--- src/rtl/dma_priority_arbiter.sv ---
// dma_priority_arbiter
//   Request/acknowledge front end of an 8237A-style DMA controller. It merges
//   hardware DREQ and software requests, applies masking and fixed or rotating
//   priority, runs the HRQ/HLDA handshake with the CPU and drives one-hot DACK
//   to the transfer-mode stage.
//
// Ports
//   clk               system clock, rising edge
//   reset             asynchronous active-high reset
//   DREQ[3:0]         hardware requests (sense chosen by command_register[6])
//   command_register  [2] disable, [4] rotating priority, [6] DREQ active-low
//   mask_register     1 = hardware DREQ of that channel ignored
//   request_register  software requests, never masked
//   channel_mode      2 bits per channel: 00 demand, 01 single, 10 block, 11 single
//   HLDA              hold acknowledge from CPU
//   TC                terminal count (level)
//   EOP_in            external end of process, active-high
//   xfer_done         one-cycle pulse per completed transfer
//   HRQ               hold request to CPU
//   DACK0..DACK3      one-hot channel acknowledge
//   active_channel    channel in service, valid while a DACK is high
//   sw_req_clr        one-cycle pulse clearing the served software request
//   busy              high whenever the FSM is not idle
module dma_priority_arbiter #(
    parameter int unsigned NUM_CH = 4
) (
    input  logic                      clk,
    input  logic                      reset,
    input  logic [NUM_CH-1:0]         DREQ,
    input  logic [7:0]                command_register,
    input  logic [NUM_CH-1:0]         mask_register,
    input  logic [NUM_CH-1:0]         request_register,
    input  logic [2*NUM_CH-1:0]       channel_mode,
    input  logic                      HLDA,
    input  logic                      TC,
    input  logic                      EOP_in,
    input  logic                      xfer_done,
    output logic                      HRQ,
    output logic                      DACK0,
    output logic                      DACK1,
    output logic                      DACK2,
    output logic                      DACK3,
    output logic [$clog2(NUM_CH)-1:0] active_channel,
    output logic [NUM_CH-1:0]         sw_req_clr,
    output logic                      busy
);

    localparam int unsigned ChW = $clog2(NUM_CH);

    typedef enum logic [1:0] {
        StIdle,
        StHoldReq,
        StActive,
        StRelease
    } state_e;

    state_e            state_q;
    logic [NUM_CH-1:0] dack_q;
    logic [ChW-1:0]    ch_q;    // channel locked in for the current service
    logic [ChW-1:0]    ptr_q;   // highest-priority channel when rotating

    logic ctrl_disable;
    logic rotate;
    logic dreq_low;
    logic unused_cmd;

    assign ctrl_disable = command_register[2];
    assign rotate       = command_register[4];
    assign dreq_low     = command_register[6];
    assign unused_cmd   = ^{command_register[7], command_register[5],
                            command_register[3], command_register[1:0]};

    logic [NUM_CH-1:0] hw_req;
    logic [NUM_CH-1:0] eff;

    assign hw_req = dreq_low ? ~DREQ : DREQ;
    assign eff    = (hw_req & ~mask_register) | request_register;

    // Priority search: start at the pointer (or channel 0 when fixed) and take
    // the first effective request. Index arithmetic wraps since NUM_CH is 2^ChW.
    logic [ChW-1:0] arb_base;
    logic [ChW-1:0] arb_idx;
    logic [ChW-1:0] win;
    logic           found;

    always_comb begin
        arb_base = rotate ? ptr_q : '0;
        arb_idx  = '0;
        win      = '0;
        found    = 1'b0;
        for (int i = 0; i < NUM_CH; i++) begin
            arb_idx = arb_base + ChW'(i);
            if (!found && eff[arb_idx]) begin
                win   = arb_idx;
                found = 1'b1;
            end
        end
    end

    // End-of-service decode for the locked channel.
    logic [1:0] cur_mode;
    logic       svc_end;

    assign cur_mode = channel_mode[{ch_q, 1'b0} +: 2];

    always_comb begin
        svc_end = 1'b0;
        case (cur_mode)
            2'b00:   svc_end = !eff[ch_q];   // demand: request withdrawn
            2'b10:   svc_end = 1'b0;         // block: only TC/EOP
            default: svc_end = xfer_done;    // single (01 and 11)
        endcase
        svc_end = svc_end | TC | EOP_in;
    end

    always_ff @(posedge clk or posedge reset) begin
        if (reset) begin
            state_q        <= StIdle;
            dack_q         <= '0;
            ch_q           <= '0;
            ptr_q          <= '0;
            HRQ            <= 1'b0;
            active_channel <= '0;
            sw_req_clr     <= '0;
            busy           <= 1'b0;
        end else begin
            sw_req_clr <= '0;
            case (state_q)
                StIdle: begin
                    HRQ <= 1'b0;
                    // HRQ is raised one cycle after entering HOLD_REQ.
                    if (!ctrl_disable && found) begin
                        state_q <= StHoldReq;
                        busy    <= 1'b1;
                    end
                end
                StHoldReq: begin
                    if (ctrl_disable || !found) begin
                        state_q <= StIdle;
                        HRQ     <= 1'b0;
                        busy    <= 1'b0;
                    end else if (HLDA) begin
                        state_q        <= StActive;
                        HRQ            <= 1'b1;
                        ch_q           <= win;
                        active_channel <= win;
                        dack_q         <= NUM_CH'(1) << win;
                    end else begin
                        HRQ <= 1'b1;
                    end
                end
                StActive: begin
                    if (!HLDA) begin
                        // CPU reclaimed the bus: drop everything, no pointer update.
                        state_q <= StIdle;
                        HRQ     <= 1'b0;
                        dack_q  <= '0;
                        busy    <= 1'b0;
                    end else if (svc_end) begin
                        state_q    <= StRelease;
                        HRQ        <= 1'b0;
                        dack_q     <= '0;
                        sw_req_clr <= (NUM_CH'(1) << ch_q) & request_register;
                    end
                end
                StRelease: begin
                    state_q <= StIdle;
                    ptr_q   <= ch_q + ChW'(1);
                    busy    <= 1'b0;
                end
                default: begin
                    state_q <= StIdle;
                    HRQ     <= 1'b0;
                    dack_q  <= '0;
                    busy    <= 1'b0;
                end
            endcase
        end
    end

    assign DACK0 = dack_q[0];
    assign DACK1 = dack_q[1];
    assign DACK2 = dack_q[2];
    assign DACK3 = dack_q[3];

endmodule

--- config.mk ---
export PLATFORM = sky130hd
export DESIGN_NAME = dma_priority_arbiter
export DESIGN_NICKNAME = d
export VERILOG_FILES = /design/src/rtl/dma_priority_arbiter.sv
export SDC_FILE = /design/constraint.sdc
export NUM_CORES = 1
export LEC_CHECK = 0
export ABC_CLOCK_PERIOD_IN_PS = 2160
export CAP_MARGIN = 20
export CORE_ASPECT_RATIO = 0.5
export CORE_UTILIZATION = 39
export DETAILED_ROUTE_END_ITERATION = 8
export MAX_ROUTING_LAYER = met4
export PLACE_DENSITY_LB_ADDON = 0.3
export SLEW_MARGIN = 20
export SYNTH_ARGS = -nofsm -noshare
export SYNTH_HDL_FRONTEND = slang
export SYNTH_SLANG_ARGS = --single-unit
--- constraint.sdc ---
create_clock -name clk -period 2.16 [get_ports clk]
set_clock_uncertainty 0.15 [all_clocks]
set_input_delay 0.432 -clock clk [delete_from_list [all_inputs] [get_ports clk]]
set_output_delay 0.432 -clock clk [all_outputs]
set_load 0.05 [all_outputs]
==> run summary <==
I/O Buffers: 40
Top cells by area, synth: dfrtp_1 34%, xnor2_2 5.5%, o21bai_4 4.8%
Most used flip-flop cell after synthesis: dfrtp_1
WP data required: 2200 ps
Placed Cells incl. Taps: 206
Net Count, Synth: 148
CTS sink count: 16
Die ar.: 3270 sq um
Congestion Overflow GR: 0
Largest area contributor in the netlist: dfrtp_1
Initial antenna violation count: 0
Min Clock Period, post-route: 2130 ps
Seq cells post-synth: 16
Initial Util: 43.3%
CP endpoint kind: flip-flop
Synth warn: 0
Routed length per instance: 15.9 um
Ant. Diodes: 0
Net Sw Power: 714 uW
Cts hold-fix bufs: 0
CTS buffer count: 3
Die W: 79.9 um
Hold Path Class: flip-flop to flip-flop
Maximum VDD drop: 0.000595 V
DRT iter0 DRCs: 45
Slew Limit Fails: 0
# fillers: 203
Drt total wl: 3.40 mm
Chip Height: 41.0 um
Drt pass-1 iters: 4
Longest Clk Path Bufs: 2
Final core utilization: 70.7%
Share of cells above drive strength 1: 35.0%
Most frequent cell after synthesis: dfrtp_1
Crit path DAT: 2170 ps
Status: complete, no violations
Avg Inst Size Synth: 10.8 sq um
Fmax: 0.470 GHz
Total GRT Usage: 20.8%
Comb power frac: 57.5%
Placer Congestion: 0.881
Asr flop ratio synth: 100%
Mapped Area: 1180 sq um
Clock Latency Late Sink: 250 ps
Reg clk slew, reported paths: 60 ps
H-tree Lvls: 1
NumNets Final: 216
Setup violations, final: 0
DP Wirelength: 2.40 mm
Row Count: 13
Final cell count without fillers: 214
Crit path kind: primary input to flip-flop
Via density per instance: 5.55
DRC violations left: 0
Leak: 0.903 nW
Number of max-cap violations: 0
First-pass GRT wire length: 4.70 mm
Number of flops mapped to enable cells by yosys: 0
Final period utilization: 98.5%
Post-Synthesis Cells: 110
Int Power: 952 uW
Sw Share: 42.9%
Actual slew at the worst max-slew pin: 632 ps
Area delta synth->final: 63.1%
Sequential element share of the synthesized area: 33.8%
Share of the synthesized area in the top cell type: 33.8%
Final hold vios: 0
Startpoint Class: primary input
Sequential Power Share: 26.6%
Clock network power share: 15.9%
I/O pins: 46
Commonest cells in the netlist: 16 x dfrtp_1, 7 x nor2_1, 6 x inv_1, 6 x nand2_1, 5 x o21ai_0
DR vias: 1187
Yosys cell types: 45
CP max FO: 5
Detail Route Antenna Nets: 0
Pwr dens: 863 nW/um^2
Core box area: 2730 sq um
CTS tree: built
Relative slew slack: 57.8%
Vias in the first global route: 980
Largest net degree at the start of global routing: 17
Clock root buffer: clkbuf_8
power groups by stage:
| stage | Combinational [mW] | Sequential, mW | Clock, mW |
|---|---|---|---|
| final | 0.958 | 0.443 | 0.265 |
| after global placement | 0.897 | 0.444 | 0 |
| after global routing | 1.02 | 0.452 | 0.286 |
| after floorplan | 0.361 | 0.643 | 0 |
| after detailed placement | 0.914 | 0.446 | 0 |
| after CTS | 0.935 | 0.442 | 0.278 |
through the flow:
step	power, mW	setup WS [ps]	hold slack [ps]	area (sq um)	setup TNS [ps]
floorplan	1.00	4.26	196	1180	0
global placement	1.34	-449	340	1750	-5440
detailed placement	1.36	-437	336	1750	-5480
CTS	1.65	-27.4	352	1870	-50.5
global route	1.76	-45.1	376	1930	-165
finish	1.67	32.8	345	1930	0
critical path, cell delays in order:
cell and delay (ps):
clkdlybuf4s50_1 430, o21bai_4 220, o311a_1 340, nor3_4 290, and3_4 270, and3_4 180
per-layer routing:
layer  GRT usage (%)  up-vias  part of all wire [%]
li1                -      560                     -
met1            29.0      583                    48
met2            32.1       42                    46
met3            3.78        2                   5.9
met4            4.02        0                  0.38
met5               -        -                     0
cell families (layout without fill, tap and decap cells):
kind of cell | count (synthesis) | count (layout) | synth area share [%]
AND/OR/NAND/NOR | 31 | 31 | 15.5
XOR/XNOR | 4 | 4 | 5.50
flip-flops | 16 | 16 | 33.8
AO/OA/AOI/OAI | 43 | 43 | 32.6
adder cells (fa/ha/maj) | 5 | 5 | 5.07
buffers and inverters | 7 | 74 | 2.85
multiplexers | 4 | 4 | 4.65
registers in the layout, summed over array words and instances, names as in the netlist:
signal and cells:
ch_q 2, state_q 2, dack_q 4, ptr_q 2
busy 1, sw_req_clr 4, HRQ 1
layout by cell type, fill, tap and decap left out, types with 2 or more instances in the layout:
cell type,netlist,routed
dlygate4sd2_1,0,7
clkdlybuf4s50_1,0,18
o21ai_1,2,2
o21ai_0,5,5
o21bai_1,3,3
o21bai_4,3,4
nor2b_1,3,3
o2bb2ai_1,2,2
a22o_1,2,2
dlymetal6s2s_1,0,5
a21oi_1,3,3
nor3_4,0,2
o31ai_1,3,3
ha_1,4,4
nand2_1,6,6
clkbuf_8,0,4
inv_1,6,6
o311a_1,2,2
clkbuf_2,0,2
and3_4,1,5
mux2_2,2,2
a32o_1,3,3
nor2_1,7,7
xnor2_4,0,4
nor3_1,2,2
dfrtp_1,16,15
buf_4,0,31
o211ai_1,2,2
final timing paths:
check | startpoint | end | slack [ps] | cells past startpoint
min in group asynchronous | reset | dack_q[2] | 410 | 2
min | dack_q[2] | dack_q[2] | 340 | 1
min reg2reg | dack_q[2] | dack_q[2] | 340 | 1
max reg2reg | ch_q[0] | sw_req_clr[2] | 50 | 7
max | request_register[1] | sw_req_clr[2] | 30 | 6
max in group asynchronous | reset | ch_q[0] | 1000 | 2
what timing repair did:
action                                  CTS  global route
gates resized for setup                  21            13
buffers inserted                          1             4
endpoints found under the setup margin   14            11
pin swaps                                14             9
layout make-up:
class	count	area, sq um	area share [%]
clock buffers	4	55.1	2.85
flip-flops and latches	16	402	20.8
repair buffers	64	558	28.9
inverters	6	22.5	1.17
well taps	37	46.3	2.40
multi-input cells	87	847	43.9
No activity file was read; power rests on OpenSTA's default activity.
